`src/rtl/jar_pi_reader.sv`:
```
// rtl/jar_pi_reader.sv - host-side reader for the pi digit generator
// Loads a 10-bit start index into the generator over two pi_reset cycles,
// then steps it with pi_stream pulses. After each step it samples the
// 7-segment pattern and emits one decoded digit.
// Optional feature macro: SEG_DECODE_EN. When it is defined, the 7-segment
// decode table is built in. When it is undefined, digit_out is 0 and
// seg_err stays 0.
module jar_pi_reader #(
  parameter int COUNT_W     = 10,
  parameter int WAIT_CYCLES = 1
) (
  input  logic               clk,
  input  logic               reset_n,
  input  logic               start,
  input  logic [9:0]         start_idx,
  input  logic [COUNT_W-1:0] count,
  output logic               busy,
  output logic               done,
  output logic               pi_reset,
  output logic               pi_stream,
  output logic [4:0]         pi_index,
  input  logic [7:0]         seg_in,
  output logic               digit_valid,
  output logic [3:0]         digit_out,
  output logic [9:0]         digit_idx,
  output logic [7:0]         seg_raw,
  output logic               seg_err
);

  // A wait of zero would sample before the generator's registered output
  // has caught up, so clamp the wait to at least one cycle.
  localparam int WAIT_EFF = (WAIT_CYCLES < 1) ? 1 : WAIT_CYCLES;
  localparam int WCNT_W   = $clog2(WAIT_EFF + 1);
  localparam logic [WCNT_W-1:0] WAIT_LAST = WCNT_W'(WAIT_EFF - 1);

  typedef enum logic [2:0] {
    S_IDLE,
    S_LOAD_LO,
    S_LOAD_HI,
    S_WAIT,
    S_SAMPLE,
    S_STEP,
    S_DONE
  } state_t;

  state_t             state;
  logic [9:0]         cur_idx;    // local mirror of the generator's index
  logic [4:0]         hi_idx;     // upper index half, driven in LOAD_HI
  logic [COUNT_W-1:0] remaining;
  logic [WCNT_W-1:0]  wait_cnt;

`ifdef SEG_DECODE_EN
  // Returns {unrecognised, digit}. The dp bit is ignored by the caller.
  function automatic logic [4:0] seg_decode(input logic [6:0] pat);
    case (pat)
      7'h3F:   seg_decode = {1'b0, 4'd0};
      7'h06:   seg_decode = {1'b0, 4'd1};
      7'h5B:   seg_decode = {1'b0, 4'd2};
      7'h4F:   seg_decode = {1'b0, 4'd3};
      7'h66:   seg_decode = {1'b0, 4'd4};
      7'h6D:   seg_decode = {1'b0, 4'd5};
      7'h7D:   seg_decode = {1'b0, 4'd6};
      7'h07:   seg_decode = {1'b0, 4'd7};
      7'h7F:   seg_decode = {1'b0, 4'd8};
      7'h6F:   seg_decode = {1'b0, 4'd9};
      default: seg_decode = {1'b1, 4'hF};
    endcase
  endfunction
`endif

  // Reader FSM. Each output is set on the edge that enters the state it
  // belongs to, so the outputs are registered and line up with the state.
  always_ff @(posedge clk or negedge reset_n) begin
    if (!reset_n) begin
      state       <= S_IDLE;
      cur_idx     <= '0;
      hi_idx      <= '0;
      remaining   <= '0;
      wait_cnt    <= '0;
      busy        <= 1'b0;
      done        <= 1'b0;
      pi_reset    <= 1'b0;
      pi_stream   <= 1'b0;
      pi_index    <= '0;
      digit_valid <= 1'b0;
      digit_out   <= '0;
      digit_idx   <= '0;
      seg_raw     <= '0;
      seg_err     <= 1'b0;
    end else begin
      // Pulse outputs default low each cycle.
      done        <= 1'b0;
      digit_valid <= 1'b0;
      pi_reset    <= 1'b0;
      pi_stream   <= 1'b0;
      pi_index    <= '0;

      case (state)
        S_IDLE: begin
          if (start && !busy) begin
            cur_idx   <= start_idx;
            hi_idx    <= start_idx[9:5];
            remaining <= count;
            seg_err   <= 1'b0;
            if (count == '0) begin
              // An empty run: report completion without touching the generator.
              done <= 1'b1;
            end else begin
              state    <= S_LOAD_LO;
              busy     <= 1'b1;
              pi_reset <= 1'b1;
              pi_index <= start_idx[4:0];
            end
          end
        end

        S_LOAD_LO: begin
          state    <= S_LOAD_HI;
          pi_reset <= 1'b1;
          pi_index <= hi_idx;
        end

        S_LOAD_HI: begin
          state    <= S_WAIT;
          wait_cnt <= '0;
        end

        S_WAIT: begin
          if (wait_cnt == WAIT_LAST) begin
            state <= S_SAMPLE;
          end else begin
            wait_cnt <= wait_cnt + 1'b1;
          end
        end

        S_SAMPLE: begin
          seg_raw     <= seg_in;
          digit_idx   <= cur_idx;
          digit_valid <= 1'b1;
`ifdef SEG_DECODE_EN
          digit_out   <= seg_decode(seg_in[6:0])[3:0];
          if (seg_decode(seg_in[6:0])[4]) begin
            seg_err <= 1'b1;
          end
`else
          digit_out   <= 4'd0;
`endif
          remaining   <= remaining - 1'b1;
          if (remaining == COUNT_W'(1)) begin
            // Last digit: busy drops together with the done pulse.
            state <= S_DONE;
            done  <= 1'b1;
            busy  <= 1'b0;
          end else begin
            state     <= S_STEP;
            pi_stream <= 1'b1;
          end
        end

        S_STEP: begin
          // The generator increments on this edge. Its 10-bit index wraps
          // from 1023 to 0, and so does this one.
          cur_idx  <= cur_idx + 10'd1;
          wait_cnt <= '0;
          state    <= S_WAIT;
        end

        S_DONE: begin
          state <= S_IDLE;
        end

        default: begin
          state <= S_IDLE;
          busy  <= 1'b0;
        end
      endcase
    end
  end

endmodule

```
`config.mk`:
```
export PLATFORM = sky130hd
export DESIGN_NAME = jar_pi_reader
export DESIGN_NICKNAME = d
export VERILOG_FILES = /design/src/rtl/jar_pi_reader.sv
export SDC_FILE = /design/constraint.sdc
export NUM_CORES = 1
export LEC_CHECK = 0
export BUFFER_PORTS_ARGS = -buffer_cell sky130_fd_sc_hd__buf_2
export CORE_ASPECT_RATIO = 1.5
export CORE_MARGIN = 10
export CORE_UTILIZATION = 40
export DETAILED_ROUTE_END_ITERATION = 8
export GPL_TIMING_DRIVEN = 1
export PLACE_DENSITY = 0.73
export SETUP_SLACK_MARGIN = 0.3
export SYNTH_ARGS = -nofsm -noshare
export SYNTH_HDL_FRONTEND = slang
export SYNTH_SLANG_ARGS = --single-unit
```
`constraint.sdc`:
```
create_clock -name clk -period 2.45 [get_ports clk]
set_clock_uncertainty 0.1 [all_clocks]
set_input_delay 0.3675 -clock clk [delete_from_list [all_inputs] [get_ports clk]]
set_output_delay 0.3675 -clock clk [all_outputs]
set_load 0.02 [all_outputs]
```
==> impl_results.md, run 1 <==
* Synth Area per Inst at 8.89 um2
* Rows at 36
* Worst-path clk slew at 0.10 ns
* Clock Path Buffers at 2
* Area contributors post-synth: dfrtp_1 53%, nand2_1 11%, a21oi_1 3.4%, nor2_1 3.4%, o21ai_0 2.4%
* CTS tree: done
* Unique masters post-synth at 45
* Core area at 6490 um2
* Area of the multi-input gates at 1130 um2
* Asr flop ratio synth at 100%
* Total global routing track utilization at 14.2%
* Final setup viols at 0
* Hold slack at 0.0245 ns
* Status: finished, final reports clean
* CTS root buf: clkbuf_8
* CP Data Arrival Time at 2.14 ns
* Yosys warnings at 0
* Relative slew slack at 47.7%
* EDFF count, synth at 0
* Main synth FF type: dfrtp_1
* Routed length per placed instance at 16.7 um
* Fin nets at 390
* Minimum clock period at 1.99 ns
* Cells after Synth at 300
* Post-synthesis register bit count at 56
* Post-Syn Area at 2670 um2
* Fillers at 656
* Setup Buffers After CTS at 0
* Routed WL at 7230 um
* Via density at 5.47
* Top Ports at 64
* VDD IR max at 0.322 mV
* Vias in the first global route at 2,390
* Initial DRC count at 191
* Top-count cell post-synth: nand2_1
* Critical Path Fanout Max at 13
* First-pass iteration count of the detailed router at 5
* Initial antenna violation count at 0
* Pin slew with the least headroom to its limit at 0.785 ns
* Routability cong. at 0.885
* Vias at 2,369
* DRT antenna net count at 0
* Slew Limit Fails at 0
* Seq. cell area at 1400 um2
* Die ar. at 10,400 um2
* Final WS setup at 0.461 ns
* Initial Util at 41.1%
* DIE HEIGHT at 120 um
* CTS H-tree lvls at 2
* Unrepaired setup endpoints after global routing: false
* Overflow after GRT at 0
* Leak pwr at 1.54 nW
* Cell taking the most area after synthesis: dfrtp_1
* Power, Total at 2.16 mW
* Final TNS setup at 0 ns
* Critical Path RT at 2.60 ns
* Period utilisation layout at 81.2%
* Pwr/cell area at 691 nW/um2
* Final Hold Vio Count at 0
* Most frequent cells after synthesis: 79 x nand2_1, 56 x dfrtp_1, 24 x nor2_1, 18 x a21oi_1, 13 x o21ai_0
* Remaining DRCs at 0
* Diodes inserted at 0
* Crit end category: flop
* Fin cells at 433
* First-pass GRT wire length at 12,000 um
* Flop2flop setup slack at 0.46 ns
* CTS Buf Count at 5
* # Max-Cap Violations at 0
* DP Cell Count at 425
* Startpoint Class: flop
* Worst Path Class, Setup: reg2reg
* Pre-CTS setup slack at 0.378 ns
* Clk Latency, worst-skew pair at 0.32 ns
* Die X at 86.7 um
* Area Overhead vs Synth at 17.4%
* Worst min-delay path class: in2async
* Share of cells above drive strength 1 at 23.2%
* Fmax at 503 MHz
* Pin count of the biggest net entering global routing at 36
* CTS Sinks at 56
* Synth top area share at 52.5%
* Detailed placement HPWL at 5480 um
* Sequential share of the synthesized area at 52.5%
* Port Buffers at 58
[worst max-delay path, cell delays in order (launching register included)]
cell and delay (ns):
dfrtp_1 0.50, or3b_1 0.61, inv_2 0.20, nand4_1 0.11, or3_1 0.33, nand3_1 0.09
[logic make-up (layout without fill, tap and decap cells)]
family	Yosys count	after routing	share of synthesized area, %
simple gates	151	151	26.3
flops	56	56	52.5
buf+inv	30	83	5.63
other cells	1	5	0.141
fa+ha+maj	3	3	1.41
compound gates	58	58	13.6
mux	1	1	0.375
[registers in the layout, indices dropped and copies added (netlist names), 3 cells and up]
signal and flops:
seg_raw 8, remaining 10, cur_idx 10, state 3, digit_idx 10, pi_index 5, hi_idx 5
[power breakdown]
part           switching, mW  internal, mW  leakage (nW)  total (mW)
Combinational          0.258         0.156         0.806       0.414
Clock                  0.307         0.303        0.0541       0.610
Sequential            0.0989          1.04         0.680        1.14
[final timing paths]
path                                        start                        to  cells after the start
min in group clk                        seg_in[6]    seg_raw[6]$_DFFE_PN0N_                      3
max in group asynchronous                 reset_n      state[1]$_DFFE_PN0P_                      2
min                                       reset_n        pi_reset$_DFF_PN0_                      1
max                          state[1]$_DFFE_PN0P_  remaining[9]$_DFFE_PN0P_                      5
max reg2reg                  state[1]$_DFFE_PN0P_  remaining[9]$_DFFE_PN0P_                      5
min reg2reg                seg_raw[3]$_DFFE_PN0N_    seg_raw[3]$_DFFE_PN0N_                      2
[routing by layer]
layer	vias to the layer above	wire length, um	part of all wire, %	global-route usage, %
met5	-	0	0	0
met1	1146	2850	39	15.6
li1	1138	-	-	-
met4	0	122	1.7	5.39
met2	76	3860	53	25.0
met3	9	403	5.6	3.72
[cell type report]
cell class / count / area share [%]
Sequential cell: 56 / 44.8
Multi-Input combinational cell: 218 / 36.3
Timing Repair Buffer: 67 / 11.4
Tap cell: 76 / 3.04
Clock buffer: 5 / 2.20
Clock inverter: 3 / 1.36
Inverter: 8 / 0.959
[repair_timing]
action,4_1_cts,5_1_grt
endpoints found under the setup margin,0,4
resized for setup,0,1
hold buffers,0,0
[cell usage in the layout, fill, tap and decap left out, drive strengths merged, types with 2 or more instances in the layout]
master / synthesis / layout
a211o: 2 / 2
a211oi: 6 / 6
a21oi: 18 / 18
a32oi: 5 / 5
and4: 2 / 2
buf: 15 / 67
clkbuf: 7 / 5
conb: 1 / 5
dfrtp: 56 / 56
ha: 3 / 3
inv: 8 / 8
nand2: 79 / 79
nand3: 11 / 11
nand3b: 2 / 2
nand4: 3 / 3
nor2: 26 / 26
nor3: 9 / 9
nor4: 6 / 6
o21ai: 15 / 15
o22ai: 5 / 5
o311ai: 2 / 2
or3: 4 / 4
[metrics by stage]
step | instance area (um2) | util (%)
after global placement | 3020 | 46.5
after detailed placement | 3020 | 46.5
after CTS | 3130 | 48.2
after floorplan | 2680 | -
after global routing | 3130 | 48.3
final | 3130 | 48.3
Power figures use the tool's default switching activity.
==> run 2: changes to the inputs <==
- clock period: 2.45 -> 2 ns (I/O delays scaled with it)
==> run 2 against run 1 <==
Register-to-register slack worse by 0.26 ns; setup slack lost 0.26 ns; clock power grew 6.9%; non-clock buffer count is 33 higher; critical endpoint is now remaining[7]$_DFFE_PN0P_.
==> impl_results.md, run 2 (same netlist as run 1, synthesis figures left out) <==
* Via density at 5.43 (-0.69%)
* First-pass iteration count of the detailed router at 4 (-1)
* Pwr/cell area at 729 nW/um2 (+5.5%)
* Most frequent cells in the layout: 79 x nand2_1, 58 x buf_2, 51 x dfrtp_1
* CTS root buf: clkbuf_8
* Clock Path Buffers at 2 (unchanged)
* Cell Chain, Critical Path: buf_6 -> or3b_4 -> buf_4 -> clkbuf_16 -> a21oi_2 -> or3_4 -> a21oi_2
* Most common library cell in the layout ignoring fill and taps: nand2_1
* Initial DRC count at 131 (-31%)
* Seq. cell area at 1410 um2 (+0.45%)
* CTS Buf Count at 5 (unchanged)
* Max stage delay cell, worst path: dfrtp_1
* Slowest Stage Delay on Critical Path at 0.43 ns (-0.18 ns)
* Top Ports at 64 (unchanged)
* Vias in the first global route at 2,464 (+3.1%)
* Diodes inserted at 0 (unchanged)
* Area Overhead vs Synth at 35.1%
* Largest regs: cur_idx (10), digit_idx (10), remaining (10)
* Worst-path clk slew at 0.10 ns (about the same)
* Routed WL at 7900 um (+9.2%)
* Critical Path RT at 2.11 ns (-0.49 ns)
* Total global routing track utilization at 14.0% (-0.18 points)
* Crit end category: flop
* Final TNS setup at 0 ns (unchanged)
* CTS H-tree lvls at 2 (unchanged)
* DRT antenna net count at 0 (unchanged)
* Clk Latency, worst-skew pair at 0.31 ns (about the same)
* Critical Path Fanout Max at 5 (-8)
* Minimum clock period at 1.80 ns (-0.191 ns)
* Routability cong. at 0.846 (-4.4%)
* Fillers at 572 (-13%)
* Final WS setup at 0.202 ns (-0.259 ns)
* Status: finished, final reports clean
* Leak pwr at 1.76 nW (+14%)
* Worst reg2reg path endpoint: remaining[7]$_DFFE_PN0P_
* Worst min-delay path class: in2reg
* CTS tree: done
* Rows at 36 (unchanged)
* # Max-Cap Violations at 0 (unchanged)
* DIE HEIGHT at 120 um (unchanged)
* Final Hold Vio Count at 0 (unchanged)
* Fmax at 556 MHz (+11%)
* Pin count of the biggest net entering global routing at 57 (+58%)
* Worst path most repeated cell: a21oi_2
* VDD IR max at 0.371 mV (+15%)
* Die ar. at 10,400 um2 (unchanged)
* Hold path depth at 3
* CP startpoint: state[1]$_DFFE_PN0P_
* Worst r2r src: state[1]$_DFFE_PN0P_
* Period utilisation layout at 89.9% (+8.7 points)
* Detailed placement HPWL at 5470 um (-0.24%)
* Final setup viols at 0 (unchanged)
* Unrepaired setup endpoints after global routing: true
* Flop2flop setup slack at 0.20 ns (-0.26 ns)
* Vias at 2,532 (+6.9%)
* Setup crit end: remaining[7]$_DFFE_PN0P_
* Slew Limit Fails at 0 (unchanged)
* Core area at 6490 um2 (unchanged)
* CTS Sinks at 56 (unchanged)
* Pre-CTS setup slack at 0.128 ns (-0.249 ns)
* Die X at 86.7 um (unchanged)
* Initial Util at 41.1% (unchanged)
* First-pass GRT wire length at 11,900 um (-0.58%)
* Reg2Reg Depth at 7 (+2)
* Startpoint Class: flop
* Initial antenna violation count at 0 (unchanged)
* CP Data Arrival Time at 1.90 ns (-0.24 ns)
* Port Buffers at 58 (unchanged)
* Remaining DRCs at 0 (unchanged)
* Worst Path Class, Setup: reg2reg
* Share of cells above drive strength 1 at 35.4% (+12 points)
* Area of the multi-input gates at 1290 um2 (+13%)
* Routed length per placed instance at 17.0 um (+1.5%)
* Overflow after GRT at 0 (unchanged)
* Fin nets at 423 (+8.5%)
-- run 2: cell count changes in the layout (fill, tap and decap cells not counted), sizes merged --
cell,delta
buf,+31
bufinv,-1
clkbuf,+2
clkinv,-1
clkinvlp,+1
dlygate4sd3,+1
-- run 2: what timing repair did --
action | CTS | global route
cloned | 0 | 1
gates resized for setup | 12 | 31
pin swaps | 4 | 11
setup buffers | 5 | 17
setup endpoints to repair | 29 | 31
endpoints found under the hold margin | 56 | 0
hold buffers | 1 | 0
-- run 2: worst max-delay path, delay by kind of cell, from the launching register on --
kind / cells / cell delay (ns)
simple gates: 2 / 0.56
flops: 1 / 0.43
compound gates: 2 / 0.14
buf+inv: 3 / 0.46
-- run 2: per-layer routing --
metal,GRT usage [%],share of wire [%]
met5,0,0
met4,4.07,2.7
met3,3.32,5.6
met2,25.7,54
met1,15.2,38
-- run 2: report_power, final --
part | switching, mW | internal, mW
Clock | 0.371 | 0.281
Combinational | 0.347 | 0.227
Sequential | 0.126 | 1.27
Total | 0.844 | 1.78
-- run 2: layout make-up --
type                    count  share of cell area (%)
flip-flops and latches     56                    39.0
well taps                  76                    2.64
multi-input cells         218                    35.7
clock buffers               6                    2.29
inverters                   8                   0.902
repair buffers            100                    19.0
clock inverters             2                   0.417
-- run 2: per-stage QoR --
| stage | power (mW) | cell area (um2) | util (%) | std cells | hold WS [ns] |
|---|---|---|---|---|---|
| 2_1_floorplan | 1.73 | 2680 | - | 304 | -0.0956 |
| 4_1_cts | 2.60 | 3280 | 50.6 | 448 | 0.0656 |
| 6_report | 2.63 | 3600 | 55.6 | 466 | 0.0719 |
| 3_5_place_dp | 1.94 | 3110 | 47.9 | 434 | 0.227 |
| 3_3_place_gp | 1.92 | 3110 | 47.9 | 434 | 0.225 |
| 5_1_grt | 2.79 | 3600 | 55.6 | 466 | 0.0806 |
-- run 2: worst min path at each step --
stage | startpoint | end | slack [ns]
2_1_floorplan | reset_n | busy$_DFFE_PN0P_ | -0.1
3_3_place_gp | reset_n | remaining[7]$_DFFE_PN0P_ | 0.22
3_5_place_dp | reset_n | remaining[7]$_DFFE_PN0P_ | 0.23
4_1_cts | seg_in[1] | seg_raw[1]$_DFFE_PN0N_ | 0.07
5_1_grt | seg_in[5] | seg_raw[5]$_DFFE_PN0N_ | 0.08
6_report | seg_in[4] | seg_raw[4]$_DFFE_PN0N_ | 0.07
==> run 3: changes to the inputs <==
- ABC_AREA: default -> 1
- PLACE_DENSITY: 0.73 -> 0.72
==> run 3 against run 2 <==
Setup slack better by 0.18 ns; power up 100%; sequential share of layout area increased by 3.4 points; critical path depth did not move; sequential power up 44%; cell count grew 7.7%; highest routed layer unchanged.
==> impl_results.md, run 3 <==
* Sequential share of the synthesized area at 49.8% (-2.8 points)
* Synth top area share at 49.8% (-2.8 points)
* Port Buffers at 58 (unchanged)
* VDD IR max at 0.898 mV (+140%)
* Vias in the first global route at 2,603 (+5.6%)
* Cells after Synth at 361 (+20%)
* Final TNS setup at 0 ns (unchanged)
* Initial DRC count at 141 (+7.6%)
* Fmax at 620 MHz (+11%)
* Share of cells above drive strength 1 at 20.5% (-15 points)
* Asr flop ratio synth at 100% (unchanged)
* Final Hold Vio Count at 0 (unchanged)
* Fillers at 716 (+25%)
* Clk Latency, worst-skew pair at 0.32 ns (about the same)
* CP Data Arrival Time at 1.72 ns (-0.18 ns)
* Worst Path Class, Setup: reg2reg
* Post-synthesis register bit count at 56 (unchanged)
* Worst-path clk slew at 0.10 ns (about the same)
* Status: finished, final reports clean
* Critical Path Fanout Max at 21 (+16)
* CTS root buf: clkbuf_8
* Period utilisation layout at 80.7% (-9.2 points)
* Overflow after GRT at 0 (unchanged)
* CTS Sinks at 56 (unchanged)
* Top Ports at 64 (unchanged)
* Startpoint Class: flop
* Vias at 2,498 (-1.3%)
* Critical Path RT at 2.10 ns (about the same)
* Most frequent cells in the layout: 122 x nand2_1, 58 x buf_2, 56 x dfrtp_1
* Yosys warnings at 0 (unchanged)
* CTS Buf Count at 5 (unchanged)
* Core area at 6850 um2 (+5.6%)
* Initial antenna violation count at 0 (unchanged)
* Diodes inserted at 0 (unchanged)
* Unrepaired setup endpoints after global routing: true
* Routability cong. at 0.900 (+6.3%)
* Pwr/cell area at 1590 nW/um2 (+120%)
* Via density at 4.98 (-8.4%)
* First-pass GRT wire length at 11,900 um (about the same)
* Total global routing track utilization at 13.8% (-0.20 points)
* Slew Limit Fails at 0 (unchanged)
* Minimum clock period at 1.61 ns (-0.184 ns)
* Post-Syn Area at 2820 um2 (+5.5%)
* Remaining DRCs at 0 (unchanged)
* DIE HEIGHT at 123 um (+2.3%)
* Fin nets at 459 (+8.5%)
* Top-count cell post-synth: nand2_1
* EDFF count, synth at 0 (unchanged)
* Area contributors post-synth: dfrtp_1 50%, nand2_1 16%, inv_1 5.6%, o21ai_0 5.3%, nand3_1 5.0%
* Worst min-delay path class: in2reg
* CTS tree: done
* Initial Util at 41.1% (about the same)
* Clock Path Buffers at 2 (unchanged)
* Main synth FF type: dfrtp_1
* Leak pwr at 1.79 nW (+1.7%)
* Pin count of the biggest net entering global routing at 57 (unchanged)
* Rows at 37 (+2.8%)
* Die X at 88.5 um (+2.1%)
* DRT antenna net count at 0 (unchanged)
* Routed length per placed instance at 14.2 um (-16%)
* CTS H-tree lvls at 2 (unchanged)
* # Max-Cap Violations at 0 (unchanged)
* Unique masters post-synth at 29 (-36%)
* DP Area at 3150 um2 (+1.2%)
* Cell taking the most area after synthesis: dfrtp_1
* Detailed placement HPWL at 5390 um (-1.4%)
* Area Overhead vs Synth at 17.3%
* Most common library cell in the layout ignoring fill and taps: nand2_1
* Most frequent cells after synthesis: 123 x nand2_1, 56 x dfrtp_1, 42 x inv_1, 30 x o21ai_0, 29 x nor2_1
* Crit end category: flop
* Fin area at 3300 um2 (-8.4%)
* First-pass iteration count of the detailed router at 4 (unchanged)
* Largest regs: cur_idx (10), digit_idx (10), remaining (10)
* Routed WL at 7140 um (-9.6%)
* Die ar. at 10,900 um2 (+4.4%)
* Final setup viols at 0 (unchanged)
* Synth Area per Inst at 7.80 um2 (-12%)
==> run 3: changes by cell type after synthesis, moves of 8 or more <==
cell and delta:
nor3_1 -8, nand3_1 +17, a21oi_1 -14, o21ai_0 +17, inv_1 +35, nand2_1 +44
==> run 3: cell families (layout without fill, tap and decap cells) <==
logic type / count (synthesis) / in the layout / synth area share, %
xor+xnor: 3 / 3 / 0.934
other cells: 1 / 5 / 0.133
flops: 56 / 56 / 49.8
compound gates: 45 / 45 / 8.84
simple gates: 193 / 193 / 28.6
buf+inv: 60 / 119 / 10.4
fa+ha+maj: 3 / 3 / 1.33
==> run 3: per-stage QoR <==
stage / hold slack [ns] / power, mW / worst slack, ns / std cells / utilization, %
finish: 0.0715 / 5.25 / 0.386 / 502 / 48.2
global route: 0.0663 / 5.75 / 0.254 / 502 / 48.2
CTS: 0.0614 / 5.25 / 0.324 / 501 / 47.9
detailed placement: 0.222 / 4.48 / 0.287 / 491 / 45.9
global placement: 0.221 / 4.41 / 0.318 / 491 / 45.9
floorplan: -0.0956 / 3.79 / 0.575 / 365 / -
==> run 3: routing by layer <==
metal  global-route usage [%]  part of all wire, %  up-vias  wire length [um]
met5                        0                    0        -                 0
met4                     5.98                  2.0        0               141
met3                     3.91                  6.8       11               485
met2                     24.6                   52       75              3740
met1                     14.7                   39     1168              2770
li1                         -                    -     1244                 -
==> run 3: final timing paths <==
path	cells after the start	startpoint	slack [ns]	end
setup / recovery	7	state[1]$_DFFE_PN0P_	0.39	remaining[3]$_DFFE_PN0P_
hold / removal	3	seg_in[4]	0.07	seg_raw[4]$_DFFE_PN0N_
setup reg to reg	7	state[1]$_DFFE_PN0P_	0.39	remaining[3]$_DFFE_PN0P_
hold reg to reg	2	seg_raw[1]$_DFFE_PN0N_	0.38	seg_raw[1]$_DFFE_PN0N_
max in group asynchronous	3	reset_n	1.15	pi_index[2]$_DFF_PN0_
min in group asynchronous	3	reset_n	0.40	digit_idx[8]$_DFFE_PN0N_
==> run 3: critical path, stage by stage (launching register included) <==
cell     delay, ns
dfrtp_1       0.45
nor2_4        0.15
nand2_1       0.14
buf_4         0.24
nor2_2        0.19
nand2_1       0.07
o21ai_0       0.08
a21oi_1       0.08
==> run 3: timing repair <==
action / CTS / global route
hold buffers: 1 / 0
setup buffers: 3 / 0
pin swaps: 1 / 0
gates cloned: 0 / 1
endpoints found under the setup margin: 6 / 11
gates resized for setup: 1 / 7
endpoints found under the hold margin: 56 / 0
==> run 3: layout make-up <==
type                    instances  area (um2)  area share, %
clock buffers                   5        68.8           2.08
clock inverters                 1        30.0          0.909
inverters                      45         175           5.30
multi-input cells             249        1150           34.8
flip-flops and latches         56        1400           42.4
well taps                      78        97.6           2.95
repair buffers                 67         373           11.3
repair inverters                1        7.51          0.227
==> run 3: where the power goes <==
part	internal (mW)	switching [mW]
Sequential	1.66	0.343
Clock	0.360	0.363
Combinational	0.835	1.69
Total	2.86	2.39
